**src/rtl/meas_pkg.sv**
```systemverilog
`default_nettype none
// ============================================================================
// Module   : meas_pkg
// Brief    : Frame tags, field positions, command opcodes and TX FSM states
//            shared by the measurement framing interface.
// Revision : 1.0 - initial release
// ============================================================================
package meas_pkg;

    localparam logic [2:0] C_TAG_DATA   = 3'b101;
    localparam logic [2:0] C_TAG_STATUS = 3'b010;

    localparam int C_FR_OVF_BIT = 18;

    localparam logic [7:0] C_OP_NOP   = 8'h00;
    localparam logic [7:0] C_OP_START = 8'h01;
    localparam logic [7:0] C_OP_MODE  = 8'h02;
    localparam logic [7:0] C_OP_CLEAR = 8'h03;

    typedef enum logic [0:0] {
        ST_IDLE  = 1'b0,
        ST_WRITE = 1'b1
    } tx_state_t;

endpackage : meas_pkg
`default_nettype wire

```
**src/rtl/meas_frame_if_frame_fifo.sv**
```systemverilog
`default_nettype none
// ============================================================================
// Module   : frame_fifo
// Brief    : Synchronous frame FIFO with flush, registered level/full/empty
//            and simultaneous push/pop (push accepted on full when popping).
// Revision : 1.0 - initial release
// ============================================================================
module frame_fifo #(
    parameter int DEPTH = 4,
    parameter int WIDTH = 32
) (
    input  logic                       clk,
    input  logic                       rst_n,
    input  logic                       i_push,
    input  logic [WIDTH-1:0]           i_data,
    input  logic                       i_pop,
    input  logic                       i_flush,
    output logic [WIDTH-1:0]           o_head,
    output logic                       o_full,
    output logic                       o_not_empty,
    output logic [$clog2(DEPTH):0]     o_level
);

    localparam int AW = $clog2(DEPTH);

    logic [WIDTH-1:0] r_mem [DEPTH];
    logic [AW-1:0]    r_wptr;
    logic [AW-1:0]    r_rptr;
    logic [AW:0]      r_count;
    logic [AW:0]      w_count_nxt;
    logic             r_full;
    logic             r_not_empty;
    logic             w_pop_ok;
    logic             w_push_ok;

    assign w_pop_ok  = i_pop && r_not_empty && !i_flush;
    assign w_push_ok = i_push && (!r_full || w_pop_ok) && !i_flush;

    always_comb begin
        w_count_nxt = r_count;
        if (i_flush) begin
            w_count_nxt = '0;
        end else if (w_push_ok && !w_pop_ok) begin
            w_count_nxt = r_count + 1'b1;
        end else if (!w_push_ok && w_pop_ok) begin
            w_count_nxt = r_count - 1'b1;
        end
    end

    always_ff @(posedge clk or negedge rst_n) begin
        if (!rst_n) begin
            r_wptr      <= '0;
            r_rptr      <= '0;
            r_count     <= '0;
            r_full      <= 1'b0;
            r_not_empty <= 1'b0;
        end else begin
            if (i_flush) begin
                r_wptr <= '0;
                r_rptr <= '0;
            end else begin
                if (w_push_ok) r_wptr <= r_wptr + 1'b1;
                if (w_pop_ok)  r_rptr <= r_rptr + 1'b1;
            end
            r_count     <= w_count_nxt;
            r_full      <= (w_count_nxt == (AW+1)'(DEPTH));
            r_not_empty <= (w_count_nxt != '0);
        end
    end

    // Storage carries no reset; validity is tracked solely by r_count.
    always_ff @(posedge clk) begin
        if (w_push_ok) r_mem[r_wptr] <= i_data;
    end

    assign o_head      = r_mem[r_rptr];
    assign o_full      = r_full;
    assign o_not_empty = r_not_empty;
    assign o_level     = r_count;

endmodule : frame_fifo
`default_nettype wire

```
**src/rtl/meas_frame_if.sv**
```systemverilog
`default_nettype none
// ============================================================================
// Module   : meas_frame_if
// Brief    : Frames conversion results into a FIFO, serves them to the SPI
//            slave write port and decodes received SPI command words.
// Revision : 1.0 - initial release
// ============================================================================
module meas_frame_if
    import meas_pkg::*;
#(
    parameter int CNT_W = 16,
    parameter int DEPTH = 4
) (
    input  logic                     clk_i,
    input  logic                     rst_ni,
    input  logic                     meas_done_i,
    input  logic [CNT_W-1:0]         count_i,
    input  logic [2:0]               range_sel_i,
    input  logic                     ref_sign_i,
    input  logic                     range_error_i,
    input  logic                     sat_hi_i,
    input  logic                     sat_lo_i,
    input  logic                     di_req_i,
    output logic [31:0]              di_o,
    output logic                     wren_o,
    input  logic                     wr_ack_i,
    input  logic                     do_valid_i,
    input  logic [31:0]              do_i,
    output logic                     meas_start_o,
    output logic [1:0]               mode_sel_o,
    output logic                     irq_o,
    output logic [$clog2(DEPTH):0]   level_o,
    output logic                     overflow_o
);

    tx_state_t   r_state;
    tx_state_t   w_state_nxt;
    logic [2:0]  r_seq;
    logic        r_cmd_err;
    logic        r_is_data;
    logic        r_overflow;
    logic [1:0]  r_mode;
    logic        r_start;
    logic [31:0] r_di;
    logic        r_wren;

    logic [7:0]  w_opcode;
    logic        w_clear;
    logic        w_ack;
    logic        w_pop;
    logic        w_push;
    logic        w_drop;
    logic        w_latch;
    logic        w_full;
    logic        w_not_empty;
    logic [31:0] w_head;
    logic [31:0] w_head_ovf;
    logic [31:0] w_frame;
    logic [31:0] w_status;
    logic [15:0] w_count16;
    logic        w_unused;

    assign w_opcode  = do_i[31:24];
    assign w_clear   = do_valid_i && (w_opcode == C_OP_CLEAR);
    assign w_ack     = (r_state == ST_WRITE) && wr_ack_i;
    assign w_pop     = w_ack && r_is_data;
    assign w_push    = meas_done_i && !w_clear && (!w_full || w_pop);
    assign w_drop    = meas_done_i && !w_clear && w_full && !w_pop;
    assign w_latch   = (r_state == ST_IDLE) && di_req_i;
    assign w_count16 = 16'(count_i);
    assign w_unused  = ^do_i[23:2];

    assign w_frame  = {C_TAG_DATA, r_seq, ref_sign_i, range_sel_i, range_error_i,
                       sat_hi_i, sat_lo_i, 1'b0, 2'b00, w_count16};
    assign w_status = {C_TAG_STATUS, r_mode, r_cmd_err, r_overflow, 25'd0};

    // The overflow flag is inserted when a frame is served, not when stored,
    // so every frame still queued reports a drop that happened behind it.
    always_comb begin
        w_head_ovf               = w_head;
        w_head_ovf[C_FR_OVF_BIT] = r_overflow;
    end

    frame_fifo #(
        .DEPTH (DEPTH),
        .WIDTH (32)
    ) u_fifo (
        .clk         (clk_i),
        .rst_n       (rst_ni),
        .i_push      (w_push),
        .i_data      (w_frame),
        .i_pop       (w_pop),
        .i_flush     (w_clear),
        .o_head      (w_head),
        .o_full      (w_full),
        .o_not_empty (w_not_empty),
        .o_level     (level_o)
    );

    always_comb begin
        w_state_nxt = r_state;
        case (r_state)
            ST_IDLE:  if (di_req_i) w_state_nxt = ST_WRITE;
            ST_WRITE: if (wr_ack_i) w_state_nxt = ST_IDLE;
            default:  w_state_nxt = ST_IDLE;
        endcase
    end

    always_ff @(posedge clk_i or negedge rst_ni) begin
        if (!rst_ni) begin
            r_state   <= ST_IDLE;
            r_di      <= '0;
            r_wren    <= 1'b0;
            r_is_data <= 1'b0;
        end else begin
            r_state <= w_state_nxt;
            r_wren  <= (w_state_nxt == ST_WRITE);
            if (w_latch) begin
                r_di      <= w_not_empty ? w_head_ovf : w_status;
                r_is_data <= w_not_empty;
            end
            // A flush invalidates the word in flight, so its pop is cancelled.
            if (w_clear) r_is_data <= 1'b0;
        end
    end

    always_ff @(posedge clk_i or negedge rst_ni) begin
        if (!rst_ni) begin
            r_seq      <= '0;
            r_cmd_err  <= 1'b0;
            r_overflow <= 1'b0;
            r_mode     <= 2'b00;
            r_start    <= 1'b0;
        end else begin
            r_start <= do_valid_i && (w_opcode == C_OP_START);
            if (w_clear) begin
                r_seq      <= '0;
                r_cmd_err  <= 1'b0;
                r_overflow <= 1'b0;
            end else begin
                if (w_push) r_seq <= r_seq + 1'b1;
                if (w_drop) r_overflow <= 1'b1;
                if (do_valid_i) begin
                    case (w_opcode)
                        C_OP_NOP, C_OP_START: ;
                        C_OP_MODE: r_mode    <= do_i[1:0];
                        default:   r_cmd_err <= 1'b1;
                    endcase
                end
            end
        end
    end

    assign di_o         = r_di;
    assign wren_o       = r_wren;
    assign meas_start_o = r_start;
    assign mode_sel_o   = r_mode;
    assign irq_o        = w_not_empty;
    assign overflow_o   = r_overflow;

endmodule : meas_frame_if
`default_nettype wire

```
**config.mk**
```make
export PLATFORM = sky130hd
export DESIGN_NAME = meas_frame_if
export DESIGN_NICKNAME = d
export VERILOG_FILES = /design/src/rtl/meas_pkg.sv /design/src/rtl/meas_frame_if_frame_fifo.sv /design/src/rtl/meas_frame_if.sv
export SDC_FILE = /design/constraint.sdc
export NUM_CORES = 1
export LEC_CHECK = 0
export CAP_MARGIN = 0
export CORE_MARGIN = 1.5
export CORE_UTILIZATION = 40
export DETAILED_ROUTE_END_ITERATION = 8
export PLACE_DENSITY = 0.74
export SLEW_MARGIN = 10
export SYNTH_ARGS = -nofsm -noshare
export SYNTH_HDL_FRONTEND = slang
export SYNTH_SLANG_ARGS = --single-unit
```
**constraint.sdc**
```tcl
create_clock -name clk_i -period 4.62 [get_ports clk_i]
set_clock_uncertainty 0.05 [all_clocks]
set_input_delay 1.155 -clock clk_i [delete_from_list [all_inputs] [get_ports clk_i]]
set_output_delay 1.155 -clock clk_i [all_outputs]
set_load 0.02 [all_outputs]
```
==> impl_metrics.yaml, run 1 <==
floorplanning:
  dieArea_sq_um: 15400
  start_util: 0.406
  core_sq_um: 14400
  io_pins: 102
  num_rows: 44
  die_w_um: 124
  die_h_um: 124
critical_path:
  crit_path_max_incr_delay_ps: 530
  r2r_cells: 5
  cp.required_ps: 4690
  crit_type: "in -> reg"
  path_cells: "clkdlybuf4s50_1, nand4_1, a21boi_0, nor2b_1, and2_1, buf_12"
  cp_data_arrival_time_ps: 3520
  r2r-start: "u_fifo.o_not_empty"
  cp_slowest_cell: "clkdlybuf4s50_1"
  cp-end-kind: "flop"
  timing.critical_path.buf_inv: 2
  rrSetupSlack_ps: 1780
  worst_r2r_endpoint: "u_fifo.r_mem[0][9]"
  worstPathMaxFanout: 20
  crit_family: "simple AND/OR/NAND/NOR gates"
  start_kind: "primary input"
layout:
  fin_nets: 471
  final_common_cell: "edfxtp_1"
  fin_cells: 600
  drive_gt1_frac: 0.180
  syn_to_final_growth_pct: 27.6
  diodes: 0
  mostFrequentLayoutCells: "edfxtp_1, clkdlybuf4s50_1, dfrtp_1"
  utilization: 0.518
placement:
  portBuffers: 77
  dp_slack_ps: 702
  gp_congestion: 0.752
  dp_hpwl_um: 7150
  post-place-cells: 568
sta:
  tightest_slew_ps: 1190
  min_period_ps: 3460
  fin_setup_tns_ps: 0
  setup_viol: 0
  fin_ws_ps: 1160
  hold_viol_final: 0
  min_period_over_period: 0.748
  timing.fmax_mhz: 289
  rsz0062_at_grt: "false"
  max_slew_margin: 0.206
  drv_slew: 0
synth:
  async_flop_share: 0.316
  yosys.area.top_type: "edfxtp_1"
  ys_warn_count: 0
  netlist_area_sq_um: 5860
  synth_seq_area_share: 0.738
  synth_top_area_share: 0.533
  ys_seq_elements: 152
  synth_flop_cell: "edfxtp_1"
  netlist_instances: 315
  synthTopCellsByArea: "edfxtp_1, dfrtp_1, mux4_2"
  syn_avg_cell_area_sq_um: 18.6
  synth_enable_flop_cells: 104
  synth_cell_types: 41
global_route:
  grt_use_met1: 0.207
  grt_max_degree: 36
  use_met3: 0.0545
  grt_use_total: 0.164
  use_met2: 0.270
  grt_pass1_vias: 3335
  grt_pass1_wl_um: 18000
  grt-ovfl-total: 0
  grt.busiest_layer: "met2"
  antenna_found_initial: 0
hold_path:
  hold_class: "reg -> reg"
  hold_path_end: "di_o[30]"
  holdPathStages: 2
  min-delay-start: "di_o[30]"
detailed_routing:
  first_iter_violations: 169
  vias_per_cell: 5.15
  vias: 3090
  drc: 0
  wl_per_cell_um: 18.8
  detail-route-antenna-nets: 0
  totalWireLength_um: 11300
  drt-pass1-iter-count: 4
clock_tree:
  cts_resized: 0
  cts_buffer_depth: 2
  h-tree-depth: 4
  clock_sinks: 152
  cts_setup_buffers: 0
  root_buffer: "clkbuf_16"
  clk-insertion-delay-late_ps: 410
  cts_tree: "done"
  cts.clk_slew.worst_paths_ps: 60
  cts_buffers: 17
  cts_hold_buffers: 0
power:
  vdd_ir_drop_max_uv: 339
  powerDensity_nw_per_um2: 655
  finalPower_mw: 4.89
  p_leak_nw: 2.77
run_status:
  run_status: "completed"
flow_run:
  maxCapViolCount: 0
flip-flops by register name, summed over array words and instances, names as in the netlist:
name                flops
di_o                   29
meas_start_o            1
mode_sel_o              2
overflow_o              1
r_cmd_err               1
r_is_data               1
r_seq                   3
u_fifo.o_full           1
u_fifo.o_level          3
u_fifo.o_not_empty      1
u_fifo.r_mem          104
u_fifo.r_rptr           2
u_fifo.r_wptr           2
wren_o                  1
per-stage QoR:
stage	hold WS [ps]	instance area, sq um
after floorplan	420	5860
after global placement	414	6880
after detailed placement	430	6880
after CTS	443	7470
after global routing	475	7470
final	434	7470
area by class of cell:
cell class / count / area (sq um)
Fill cell: 1169 / 6950
Clock inverter: 10 / 119
Timing Repair Buffer: 86 / 871
Clock buffer: 22 / 474
Inverter: 7 / 26.3
Multi-Input combinational cell: 139 / 1430
Sequential cell: 152 / 4330
Tap cell: 184 / 230
worst max path at each step:
| stage | start | endpoint | slack, ps | cells after the start |
|---|---|---|---|---|
| 2_1_floorplan | do_i[27] | u_fifo.r_mem[0][0] | 1480 | 4 |
| 3_3_place_gp | wr_ack_i | u_fifo.r_mem[0][0] | 800 | 6 |
| 3_5_place_dp | wr_ack_i | u_fifo.r_mem[0][7] | 700 | 6 |
| 4_1_cts | wr_ack_i | u_fifo.r_mem[0][9] | 1140 | 6 |
| 5_1_grt | wr_ack_i | u_fifo.r_mem[0][9] | 970 | 6 |
| 6_report | wr_ack_i | u_fifo.r_mem[0][9] | 1160 | 6 |
where the power goes:
group / leakage, nW / switching, mW / internal, mW
Clock: 0.295 / 0.526 / 0.842
Combinational: 0.939 / 0.634 / 0.736
Sequential: 1.54 / 0.285 / 1.87
worst min-delay path: cells and delay by family (launching register included):
kind	cells	cell delay, ps
flops	1	340
simple gates	1	50
compound gates	1	60
synthesized netlist by cell type (2+ instances only):
cell type and n:
a31oi_1 2, a211oi_1 3, nor3_1 2, a21o_1 2, nor2_1 11, buf_4 3
inv_1 7, a21boi_0 2, xnor2_1 4, and2_1 4, o21ai_0 7, edfxtp_1 104
buf_1 2, buf_2 4, mux2_4 2, nand2b_1 2, nand2_1 11, mux2i_1 9
a21oi_1 3, mux4_2 26, nand3_1 2, ha_1 7, clkbuf_1 9, or3_4 2
dfrtp_1 48, a22o_1 22
per-layer routing:
layer | vias up | part of all wire
li1 | 1410 | -
met1 | 1577 | 0.42
met2 | 89 | 0.50
met3 | 14 | 0.070
met4 | 0 | 0.0084
met5 | - | 0
kinds of logic after synthesis:
group,after synthesis,synth area share
flip-flops,152,0.738
AO/OA/AOI/OAI,44,0.0570
multiplexers,37,0.120
adder cells (fa/ha/maj),7,0.0150
AND/OR/NAND/NOR,44,0.0423
other,1,0.000640
XOR/XNOR,5,0.00748
buffers and inverters,25,0.0188
No activity file was read; power rests on OpenSTA's default activity.
==> inputs of run 2 (changes only) <==
--- a/config.mk
+++ b/config.mk
@@ -9,7 +9,7 @@
 export CORE_MARGIN = 1.5
 export CORE_UTILIZATION = 40
 export DETAILED_ROUTE_END_ITERATION = 8
-export PLACE_DENSITY = 0.74
+export PLACE_DENSITY = 0.77
 export SLEW_MARGIN = 10
 export SYNTH_ARGS = -nofsm -noshare
 export SYNTH_HDL_FRONTEND = slang
==> constraint.sdc (replaced) <==
create_clock -name clk_i -period 3.1 [get_ports clk_i]
set_clock_uncertainty 0.05 [all_clocks]
set_input_delay 0.775 -clock clk_i [delete_from_list [all_inputs] [get_ports clk_i]]
set_output_delay 0.775 -clock clk_i [all_outputs]
set_load 0.02 [all_outputs]
==> run 2 against run 1 <==
Against the previous run:
- critical path depth did not move
- sequential cell count did not move
- sequential share of layout area fell by 1.1 points
- highest routed layer unchanged
- via count rose by 2.3%
- die area did not move
- wire length rose by 0.48%
- register-to-register slack got worse by 1000 ps
- clock power rose by 51%
- global-route usage rose by 0.055 points
- worst hold slack got worse by 23 ps
- total power rose by 52%
- first-iteration DRC count fell by 10%
==> impl_metrics.yaml, run 2 (synthesis gave the netlist of run 1 again) <==
detailed_routing:
  totalWireLength_um: 11300
  vias_per_cell: 5.15
  detail-route-antenna-nets: 0
  vias: 3160
  wl_per_cell_um: 18.5
  drt-pass1-iter-count: 4
  first_iter_violations: 152
  drc: 0
power:
  p_leak_nw: 2.84
  finalPower_mw: 7.41
  powerDensity_nw_per_um2: 973
  vdd_ir_drop_max_uv: 746
critical_path:
  cp.required_ps: 3180
  start_kind: "primary input"
  crit_path_max_incr_delay_ps: 530
  crit_type: "in -> reg"
  cp-end-kind: "flop"
  cp_slowest_cell: "clkdlybuf4s50_1"
  timing.critical_path.buf_inv: 2
  worstPathMaxFanout: 7
  crit_family: "simple AND/OR/NAND/NOR gates"
  cp_data_arrival_time_ps: 2710
  path_cells: "clkdlybuf4s50_1, nand4_1, a21boi_0, nor2b_1, and2_1, buf_4"
clock_tree:
  cts_hold_buffers: 0
  cts_buffers: 17
  cts_buffer_depth: 2
  cts_resized: 0
  cts.clk_slew.worst_paths_ps: 60
  root_buffer: "clkbuf_16"
  cts_tree: "done"
  clock_sinks: 152
  h-tree-depth: 4
  cts_setup_buffers: 0
  clk-insertion-delay-late_ps: 420
run_status:
  run_status: "completed"
sta:
  setup_viol: 0
  min_period_over_period: 0.850
  min_period_ps: 2640
  max_slew_margin: 0.457
  rsz0062_at_grt: "false"
  timing.fmax_mhz: 379
  drv_slew: 0
  fin_setup_tns_ps: 0
  hold_viol_final: 0
  holdWs_ps: 411
  tightest_slew_ps: 814
  fin_ws_ps: 464
floorplanning:
  start_util: 0.406
  core_sq_um: 14400
  num_rows: 44
  dieArea_sq_um: 15400
  die_h_um: 124
  die_w_um: 124
  io_pins: 102
global_route:
  grt-ovfl-total: 0
  grt_pass1_vias: 3372
  grt_use_total: 0.165
  grt_pass1_wl_um: 18000
  antenna_found_initial: 0
  grt_max_degree: 49
placement:
  dp_hpwl_um: 7250
  portBuffers: 77
  gp_congestion: 0.709
  dp_slack_ps: 90.4
flow_run:
  maxCapViolCount: 0
layout:
  mostFrequentLayoutCells: "edfxtp_1, clkdlybuf4s50_1, dfrtp_1"
  syn_to_final_growth_pct: 30.0
  diodes: 0
  drive_gt1_frac: 0.209
  top_register: "u_fifo.r_mem"
  largest_reg_flops: 104
  final_common_cell: "edfxtp_1"
  fin_nets: 485
hold_path:
  hold_class: "in -> async"
## run 2: cell count changes in the layout (fill, tap and decap cells not counted)
| cell | before | now |
|---|---|---|
| buf_12 | 3 | 5 |
| buf_4 | 6 | 18 |
| clkbuf_1 | 2 | 1 |
| clkinv_2 | 3 | 0 |
| clkinv_4 | 3 | 2 |
| clkinvlp_4 | 0 | 3 |
| inv_6 | 2 | 4 |
## run 2: path summary, 6_finish.rpt
check	endpoint	from	slack [ps]	cells after the start
setup / recovery	u_fifo.r_mem[3][3]	wr_ack_i	460	6
hold / removal	mode_sel_o[0]	rst_ni	410	2
setup reg to reg	u_fifo.r_mem[3][3]	u_fifo.o_not_empty	750	5
hold reg to reg	di_o[18]	di_o[18]	420	2
max in group asynchronous	u_fifo.r_rptr[0]	rst_ni	2110	2
min in group clk_i	di_o[18]	di_o[18]	420	2
## run 2: layout make-up
class | instances | area (sq um)
fillers | 1161 | 6810
clock inverters | 11 | 135
repair buffers | 100 | 1000
flip-flops and latches | 152 | 4330
inverters | 7 | 26.3
multi-input cells | 139 | 1430
clock buffers | 21 | 470
well taps | 184 | 230
## run 2: per-stage QoR
| step | area (sq um) | util | std cells |
|---|---|---|---|
| finish | 7610 | 0.528 | 614 |
| global route | 7610 | 0.528 | 614 |
| CTS | 7610 | 0.528 | 614 |
| detailed placement | 7010 | 0.486 | 582 |
| global placement | 7010 | 0.486 | 582 |
| floorplan | 5860 | - | 316 |
## run 2: layer usage
layer	GRT usage	up-vias	wire length, um
li1	-	1439	-
met5	0	-	0
met4	0.0682	0	231
met1	0.203	1622	4780
met3	0.0462	21	470
met2	0.275	78	5860
## run 2: power breakdown
part / switching (mW) / leakage, nW / internal [mW]
clock network: 0.807 / 0.287 / 1.26
registers: 0.396 / 1.54 / 2.78
logic: 0.998 / 1.02 / 1.17
total: 2.20 / 2.84 / 5.21
==> inputs of run 3 (changes only) <==
--- a/config.mk
+++ b/config.mk
@@ -5,10 +5,10 @@
 export SDC_FILE = /design/constraint.sdc
 export NUM_CORES = 1
 export LEC_CHECK = 0
-export CAP_MARGIN = 0
 export CORE_MARGIN = 1.5
 export CORE_UTILIZATION = 40
 export DETAILED_ROUTE_END_ITERATION = 8
+export MAX_ROUTING_LAYER = met4
 export PLACE_DENSITY = 0.77
 export SLEW_MARGIN = 10
 export SYNTH_ARGS = -nofsm -noshare
==> run 3 against run 2 <==
Against the previous run:
- sequential power about the same
- worst setup slack got worse by 21 ps
- sequential cell count unchanged
- clock-buffer cell count unchanged
- combinational power about the same
- critical endpoint is now u_fifo.r_mem[2][5]
- worst hold slack improved by 2.0 ps
- largest cell class unchanged
- maximum frequency decreased by 0.80%
- clock power about the same
- first-iteration DRC count increased by 3.9%
- highest routed layer unchanged
- die area unchanged
==> impl_metrics.yaml, run 3 (synthesis gave the netlist of run 1 again) <==
run_status:
  run_status: "completed"
power:
  p_leak_nw: 2.84
  powerDensity_nw_per_um2: 973
  vdd_ir_drop_max_uv: 746
sta:
  min_period_ps: 2660
  holdWs_ps: 413
  min_period_over_period: 0.857
  fin_ws_ps: 443
  drv_slew: 0
  setup_viol: 0
  rsz0062_at_grt: "false"
  fin_setup_tns_ps: 0
  tightest_slew_ps: 813
  timing.fmax_mhz: 376
  hold_viol_final: 0
  max_slew_margin: 0.458
placement:
  post-place-cells: 582
  dp_slack_ps: 90.4
  dp_hpwl_um: 7250
  gp_congestion: 0.717
  portBuffers: 77
critical_path:
  cp.required_ps: 3170
  rrSetupSlack_ps: 730
  cp_data_arrival_time_ps: 2730
  r2r-start: "u_fifo.o_not_empty"
  crit_type: "in -> reg"
  cp-end-kind: "flop"
  worstPathMaxFanout: 7
  critPathLaunch: "wr_ack_i"
  start_kind: "primary input"
detailed_routing:
  vias_per_cell: 5.15
  detail-route-antenna-nets: 0
  first_iter_violations: 158
  totalWireLength_um: 11300
  vias: 3162
  wl_per_cell_um: 18.5
  drt-pass1-iter-count: 4
  drc: 0
floorplanning:
  core_sq_um: 14400
  start_util: 0.406
  io_pins: 102
  die_w_um: 124
  die_h_um: 124
  num_rows: 44
  dieArea_sq_um: 15400
layout:
  mostFrequentLayoutCells: "edfxtp_1, clkdlybuf4s50_1, dfrtp_1"
  fill_cells: 1161
  drive_gt1_frac: 0.209
  largest_reg_flops: 104
  top_register: "u_fifo.r_mem"
  diodes: 0
  seq_area_sq_um: 4330
  fin_cells: 614
  syn_to_final_growth_pct: 30.0
  final_common_cell: "edfxtp_1"
  utilization: 0.528
  multi_input_area_sq_um: 1430
  fin_nets: 485
clock_tree:
  cts_setup_buffers: 0
  root_buffer: "clkbuf_16"
  cts_hold_buffers: 0
  clk-insertion-delay-late_ps: 430
  cts_buffers: 17
  h-tree-depth: 4
  cts_tree: "done"
  cts.clk_slew.worst_paths_ps: 60
  clock_sinks: 152
  cts_resized: 0
  cts_buffer_depth: 2
global_route:
  grt_max_degree: 49
  grt-ovfl-total: 0
  antenna_found_initial: 0
  grt_use_total: 0.170
  grt_pass1_wl_um: 18000
  grt_pass1_vias: 3369
hold_path:
  hold_class: "in -> async"
flow_run:
  maxCapViolCount: 0
run 3: cell counts in the layout (fill, tap and decap cells not counted):
No cell type changed its count.
run 3: final timing paths:
check,to,cells after the start
hold / removal,mode_sel_o[0],2
hold reg to reg,di_o[18],2
min in group clk_i,di_o[18],2
max in group asynchronous,u_fifo.r_rptr[0],2
setup / recovery,u_fifo.r_mem[2][5],6
setup reg to reg,u_fifo.r_mem[2][5],5
run 3: stage by stage:
stage	power (mW)	instance area (sq um)
CTS	7.50	7610
floorplan	4.42	5860
global placement	5.31	7010
global route	7.80	7610
finish	7.41	7610
detailed placement	5.42	7010
run 3: layout make-up:
type                    count  area share
clock inverters            11      0.0177
inverters                   7     0.00345
flip-flops and latches    152       0.568
clock buffers              21      0.0618
repair buffers            100       0.131
multi-input cells         139       0.187
well taps                 184      0.0302
run 3: critical path: stages:
cell             delay, ps
clkdlybuf4s50_1        530
nand4_1                130
a21boi_0               440
nor2b_1                330
and2_1                 290
buf_4                  220
run 3: report_power, final:
| group | internal (mW) | switching [mW] | total (mW) |
|---|---|---|---|
| Sequential | 2.78 | 0.395 | 3.18 |
| Combinational | 1.17 | 0.999 | 2.16 |
| Clock | 1.26 | 0.805 | 2.07 |
run 3: layer usage:
layer / global-route usage / part of all wire / up-vias
met4: 0.0682 / 0.021 / 0
met5: - / 0 / -
li1: - / - / 1440
met3: 0.0462 / 0.043 / 21
met2: 0.275 / 0.52 / 77
met1: 0.204 / 0.42 / 1624
